**config.mk**
```make
export PLATFORM = sky130hd
export DESIGN_NAME = fetch_unit_flat
export DESIGN_NICKNAME = d
export VERILOG_FILES = /design/src/rtl/fetch_unit_if.sv /design/src/rtl/fetch_unit.sv /design/src/flat_wrapper.sv
export SDC_FILE = /design/constraint.sdc
export NUM_CORES = 1
export LEC_CHECK = 0
export BUFFER_PORTS_ARGS = -buffer_cell sky130_fd_sc_hd__buf_2
export CORE_ASPECT_RATIO = 0.9
export CORE_MARGIN = 5
export CORE_UTILIZATION = 47
export DETAILED_ROUTE_END_ITERATION = 10
export GPL_ROUTABILITY_DRIVEN = 0
export PLACE_DENSITY_LB_ADDON = 0.12
export SLEW_MARGIN = 20
export SYNTH_ARGS = -nofsm -noshare
export SYNTH_HDL_FRONTEND = slang
export SYNTH_SLANG_ARGS = --single-unit
```
**constraint.sdc**
```tcl
create_clock -name clk -period 5.2 [get_ports clk]
set_input_delay 1.04 -clock clk [delete_from_list [all_inputs] [get_ports clk]]
set_output_delay 1.04 -clock clk [all_outputs]
set_load 0.005 [all_outputs]
```
**src/rtl/fetch_unit_if.sv**
```systemverilog
// rtl/fetch_unit_if.sv - fetch-side handshake bundle: control in, icache request/response, pipeline register outputs
interface fetch_unit_if #(
  parameter int WORD_WIDTH = 32
);
  logic                  stall_in;
  logic                  branch_taken_in;
  logic [WORD_WIDTH-1:0] branch_target_in;
  logic                  icache_req_out;
  logic [WORD_WIDTH-1:0] icache_addr_out;
  logic                  icache_ready_in;
  logic [WORD_WIDTH-1:0] icache_data_in;
  logic [WORD_WIDTH-1:0] instruction_out;
  logic [WORD_WIDTH-1:0] rm0_out;
  logic                  cache_op_done_out;
  logic                  set_nop_out;

  modport master (
    input  stall_in, branch_taken_in, branch_target_in, icache_ready_in, icache_data_in,
    output icache_req_out, icache_addr_out, instruction_out, rm0_out, cache_op_done_out, set_nop_out
  );

  modport slave (
    output stall_in, branch_taken_in, branch_target_in, icache_ready_in, icache_data_in,
    input  icache_req_out, icache_addr_out, instruction_out, rm0_out, cache_op_done_out, set_nop_out
  );
endinterface

```
**src/rtl/fetch_unit.sv**
```systemverilog
// rtl/fetch_unit.sv - PC owner and icache request FSM feeding the fetch pipeline registers
module fetch_unit #(
  parameter int                    WORD_WIDTH      = 32,
  parameter logic [WORD_WIDTH-1:0] BOOT_ADDRESS    = 32'h0000_1000,
  parameter int                    PC_STEP         = 4,
  parameter logic [WORD_WIDTH-1:0] NOP_INSTRUCTION = 32'h0000_0013
) (
  input  logic              clk,
  input  logic              reset,
  fetch_unit_if.master      bus
);

  typedef enum logic [1:0] {IDLE, WAIT, VALID, DRAIN} state_t;

  state_t                r_state, w_state;
  logic [WORD_WIDTH-1:0] r_pc, w_pc;
  logic                  r_req, w_req;
  logic [WORD_WIDTH-1:0] r_addr, w_addr;
  logic [WORD_WIDTH-1:0] r_instr, w_instr;
  logic [WORD_WIDTH-1:0] r_rm0, w_rm0;
  logic                  r_done, w_done;
  logic                  r_nop, w_nop;
  logic [WORD_WIDTH-1:0] w_target;
  logic [WORD_WIDTH-1:0] w_pc_inc;

  assign w_target = {bus.branch_target_in[WORD_WIDTH-1:2], 2'b00};
  assign w_pc_inc = r_pc + WORD_WIDTH'(PC_STEP);

  always_ff @(posedge clk or negedge reset) begin
    if (!reset) begin
      r_state <= IDLE;
      r_pc    <= BOOT_ADDRESS;
      r_req   <= 1'b0;
      r_addr  <= '0;
      r_instr <= NOP_INSTRUCTION;
      r_rm0   <= '0;
      r_done  <= 1'b0;
      r_nop   <= 1'b0;
    end else begin
      r_state <= w_state;
      r_pc    <= w_pc;
      r_req   <= w_req;
      r_addr  <= w_addr;
      r_instr <= w_instr;
      r_rm0   <= w_rm0;
      r_done  <= w_done;
      r_nop   <= w_nop;
    end
  end

  always_comb begin
    w_state = r_state;
    w_pc    = r_pc;
    w_req   = r_req;
    w_addr  = r_addr;
    w_instr = r_instr;
    w_rm0   = r_rm0;
    w_done  = r_done;
    w_nop   = 1'b0;

    if (bus.branch_taken_in) begin
      w_pc    = w_target;
      w_nop   = 1'b1;
      w_done  = 1'b0;
      w_instr = NOP_INSTRUCTION;
      case (r_state)
        IDLE, VALID: begin
          w_req   = 1'b1;
          w_addr  = w_target;
          w_state = WAIT;
        end
        // A response already outstanding must be swallowed before re-requesting.
        WAIT, DRAIN: begin
          if (bus.icache_ready_in) begin
            w_req   = 1'b1;
            w_addr  = w_target;
            w_state = WAIT;
          end else begin
            w_req   = 1'b0;
            w_state = DRAIN;
          end
        end
        default: w_state = IDLE;
      endcase
    end else begin
      case (r_state)
        IDLE: begin
          w_req   = 1'b1;
          w_addr  = r_pc;
          w_state = WAIT;
        end
        WAIT: begin
          if (bus.icache_ready_in) begin
            w_instr = bus.icache_data_in;
            w_rm0   = r_addr;
            w_done  = 1'b1;
            w_req   = 1'b0;
            w_state = VALID;
          end
        end
        VALID: begin
          if (!bus.stall_in) begin
            w_pc    = w_pc_inc;
            w_req   = 1'b1;
            w_addr  = w_pc_inc;
            w_done  = 1'b0;
            w_instr = NOP_INSTRUCTION;
            w_state = WAIT;
          end
        end
        DRAIN: begin
          w_req = 1'b0;
          if (bus.icache_ready_in) begin
            w_req   = 1'b1;
            w_addr  = r_pc;
            w_state = WAIT;
          end
        end
        default: w_state = IDLE;
      endcase
    end
  end

  assign bus.icache_req_out    = r_req;
  assign bus.icache_addr_out   = r_addr;
  assign bus.instruction_out   = r_instr;
  assign bus.rm0_out           = r_rm0;
  assign bus.cache_op_done_out = r_done;
  assign bus.set_nop_out       = r_nop;

endmodule

```
**src/flat_wrapper.sv**
```systemverilog
// flat-port wrapper written by rule: the top's interface ports become plain ports
module fetch_unit_flat 
#(
  parameter int                    WORD_WIDTH      = 32,
  parameter logic [WORD_WIDTH-1:0] BOOT_ADDRESS    = 32'h0000_1000,
  parameter int                    PC_STEP         = 4,
  parameter logic [WORD_WIDTH-1:0] NOP_INSTRUCTION = 32'h0000_0013
)
  (clk, reset, bus_stall_in, bus_branch_taken_in, bus_branch_target_in, bus_icache_ready_in, bus_icache_data_in, bus_icache_req_out, bus_icache_addr_out, bus_instruction_out, bus_rm0_out, bus_cache_op_done_out, bus_set_nop_out);
  fetch_unit_if #(.WORD_WIDTH(WORD_WIDTH)) bus_i ();
  input  logic clk;
  input  logic reset;
  input wire logic [$bits(bus_i.stall_in)-1:0] bus_stall_in;
  input wire logic [$bits(bus_i.branch_taken_in)-1:0] bus_branch_taken_in;
  input wire logic [$bits(bus_i.branch_target_in)-1:0] bus_branch_target_in;
  input wire logic [$bits(bus_i.icache_ready_in)-1:0] bus_icache_ready_in;
  input wire logic [$bits(bus_i.icache_data_in)-1:0] bus_icache_data_in;
  output wire logic [$bits(bus_i.icache_req_out)-1:0] bus_icache_req_out;
  output wire logic [$bits(bus_i.icache_addr_out)-1:0] bus_icache_addr_out;
  output wire logic [$bits(bus_i.instruction_out)-1:0] bus_instruction_out;
  output wire logic [$bits(bus_i.rm0_out)-1:0] bus_rm0_out;
  output wire logic [$bits(bus_i.cache_op_done_out)-1:0] bus_cache_op_done_out;
  output wire logic [$bits(bus_i.set_nop_out)-1:0] bus_set_nop_out;
  assign bus_i.stall_in = bus_stall_in;
  assign bus_i.branch_taken_in = bus_branch_taken_in;
  assign bus_i.branch_target_in = bus_branch_target_in;
  assign bus_i.icache_ready_in = bus_icache_ready_in;
  assign bus_i.icache_data_in = bus_icache_data_in;
  assign bus_icache_req_out = bus_i.icache_req_out;
  assign bus_icache_addr_out = bus_i.icache_addr_out;
  assign bus_instruction_out = bus_i.instruction_out;
  assign bus_rm0_out = bus_i.rm0_out;
  assign bus_cache_op_done_out = bus_i.cache_op_done_out;
  assign bus_set_nop_out = bus_i.set_nop_out;
  fetch_unit #(.WORD_WIDTH(WORD_WIDTH), .BOOT_ADDRESS(BOOT_ADDRESS), .PC_STEP(PC_STEP), .NOP_INSTRUCTION(NOP_INSTRUCTION)) u_core (.clk(clk), .reset(reset), .bus(bus_i));
endmodule
```
==> impl_metrics.toml <==
[sta]
grt_setup_unrepaired = "no"
hold_viol_final = 0
fin_crit_sh_pct = 62.0
slew_violations = 0
max_freq_mhz = 310
clock_skew_ns = 0.00939
finalCriticalPeriod_ns = 3.22
finalSetupTns_ns = 0
max-slew-margin-rel_pct = 28.7
finalSetupViolCount = 0
worst_slew_pin_slew_ns = 1.07

[pwr]
ir_drop_v = 0.000235
intPower_uw = 2640
cellPowerDensity_nw_per_um2 = 491
combPwrFrac_pct = 29.6
p_switching_uw = 1310
finalPower_uw = 3950
p_leak_uw = 0.00357
clkPwrFrac_pct = 30.3
seqPwrFrac_pct = 40.2
netSwitchingFraction_pct = 33.2

[grt]
gr-total-overflow = 0
first_global_vias = 5365
track_usage_pct = 21.2
grt_max_degree = 78
grt_pass1_wl_um = 27500
antenna_found_initial = 0

[synthesis]
muxShareOfSynthArea_pct = 7.67
synthArstFlopShare_pct = 100
synthAdderAreaFrac_pct = 0.761
ys_warn_count = 0
synth_flop_cell = "dfrtp_1"
synth_edf_count = 0
synth_top_area_cell = "dfrtp_1"
synth_compound_area_share_pct = 12.3
synth_top_family_by_area = "simple AND/OR/NAND/NOR gates"
netlist_instances = 690
seq_area_frac_synth_pct = 49.2
synth-xor-area-share_pct = 6.13
yosys.area_share.simple_pct = 19.8
synth-seq-cells = 129
synth_top_cell_area_share_pct = 47.6
synthTopCellsByArea = "dfrtp_1 (48%), mux2_2 (7.4%), nand2_1 (6.5%)"
syn_nets = 763
syn-cell-area_um2 = 6580
synth_cell_types = 57
avgSynthCellArea_um2 = 9.53

[clock_tree]
post_cts_buffers = 0
ctsHoldBuffers = 0
htree_num_levels = 4
cts_made_buffers = 17
ctsResizeCount = 0
clockBufferDepth = 2
clockRootBuffer = "clkbuf_16"
clock_latency_ns = 0.43
cts_tree = "built"
clock-sinks = 129
clk_pin_slew_ns = 0.06

[detailed_routing]
drt_wl_total_um = 17000
vias_per_cell = 5.51
drt_iter0_drc = 520
firstDrtPassIters = 5
drt.antenna.violating_nets = 0
wl_per_cell_um = 16.8
drc = 0
vias = 5555

[worst_setup_path]
r2r_slack_ns = 1.98
critPathArrivalTime_ns = 3.54
endpoint_kind = "flop"
critical_path_required_ns = 5.52
crit_path_start_kind = "flop"
critPathKind = "reg -> reg"
cp_max_fo = 29

[layout]
drive_above_1_share_pct = 31.7
layout.nets = 896
areaGrowthSynthToFinish_pct = 22.3
layout_commonest_cell = "buf_2"
final_cell_mix = "buf_2 (164), dfrtp_1 (125), nand2_1 (113)"
diodes = 0

[job]
drv_cap = 0

[floorplanning]
die_y_um = 122
rows = 41
start_util_pct = 47.5
fp.dieW_um = 135
io_pins = 168
die_area_um2 = 16500
core_area_um2 = 13900

[placement]
hpwl_um = 11700
io_buffer_count = 165

[status]
status = "complete, no violations"

[hold_path]
hp-class = "reg -> reg"
metal layers:
metal / vias up / share of wire [%] / global-route usage [%]
met4: 0 / 1.9 / 7.95
met5: - / 0 / 0
li1: 2681 / - / -
met1: 2659 / 45 / 28.8
met3: 28 / 6.6 / 5.78
met2: 187 / 46 / 32.5
cell families (layout without fill, tap and decap cells):
logic type      count (synthesis)  in the layout
mux                            45             45
buf+inv                        67            213
xor+xnor                       46             46
flops                         129            129
fa+ha+maj                       4              4
simple gates                  267            267
compound gates                132            132
final cells by class:
class,count,area (um2)
Inverter,10,37.5
Tap cell,172,215
Clock inverter,12,135
Sequential cell,129,3230
Multi-Input combinational cell,494,3090
Fill cell,1222,5810
Clock buffer,20,457
Timing Repair Buffer,171,877
state kept, by name, indices dropped and copies added, names as in the netlist:
| name | flops |
|---|---|
| u_core.bus.cache_op_done_out | 1 |
| u_core.bus.icache_addr_out | 31 |
| u_core.bus.icache_req_out | 1 |
| u_core.bus.instruction_out | 32 |
| u_core.bus.rm0_out | 31 |
| u_core.bus.set_nop_out | 1 |
| u_core.r_pc | 30 |
| u_core.r_state | 2 |
metrics by stage:
step | hold WS, ns | std cells | worst slack (ns) | util (%) | cell area (um2)
6_report | 0.457 | 1008 | 1.98 | 58.1 | 8040
3_5_place_dp | 0.450 | 976 | 1.48 | 53.8 | 7450
4_1_cts | 0.459 | 1008 | 1.96 | 58.1 | 8040
3_3_place_gp | 0.448 | 976 | 1.53 | 53.8 | 7450
2_1_floorplan | 0.451 | 690 | 2.88 | - | 6580
5_1_grt | 0.476 | 1008 | 1.74 | 58.1 | 8040
worst max-delay path, cell delays in order (launching register included):
cell,delay [ns]
dfrtp_1,0.42
inv_1,0.08
ha_1,0.86
nor2b_1,0.22
o32ai_4,0.86
nor2_1,0.35
a221oi_1,0.33
cell usage after synthesis (all sizes together) (10+ instances only):
| cell | count |
|---|---|
| nor2 | 53 |
| inv | 10 |
| a221oi | 10 |
| nand4 | 22 |
| nand3 | 27 |
| xor2 | 24 |
| clkbuf | 35 |
| nand2 | 113 |
| a21oi | 17 |
| dfrtp | 125 |
| buf | 22 |
| xnor2 | 22 |
| o21ai | 66 |
| nor3 | 14 |
| mux2 | 43 |
worst paths after layout:
kind,startpoint,to,cells past startpoint
max,u_core.r_state[0],u_core.bus.icache_addr_out[8],6
min,u_core.bus.instruction_out[1],u_core.bus.instruction_out[1],2
max reg2reg,u_core.r_state[0],u_core.bus.icache_addr_out[8],6
min reg2reg,u_core.bus.instruction_out[1],u_core.bus.instruction_out[1],2
max in group asynchronous,reset,u_core.r_state[0],2
min in group asynchronous,reset,u_core.bus.icache_addr_out[14],1
power by group through the flow:
| stage | Sequential, uW | Combinational [uW] | Clock [uW] |
|---|---|---|---|
| 2_1_floorplan | 1580 | 665 | 0 |
| 3_3_place_gp | 1580 | 1170 | 0 |
| 3_5_place_dp | 1600 | 1180 | 0 |
| 4_1_cts | 1590 | 1190 | 1220 |
| 5_1_grt | 1640 | 1310 | 1260 |
| 6_report | 1580 | 1170 | 1190 |
(Power assumes the default switching activity.)
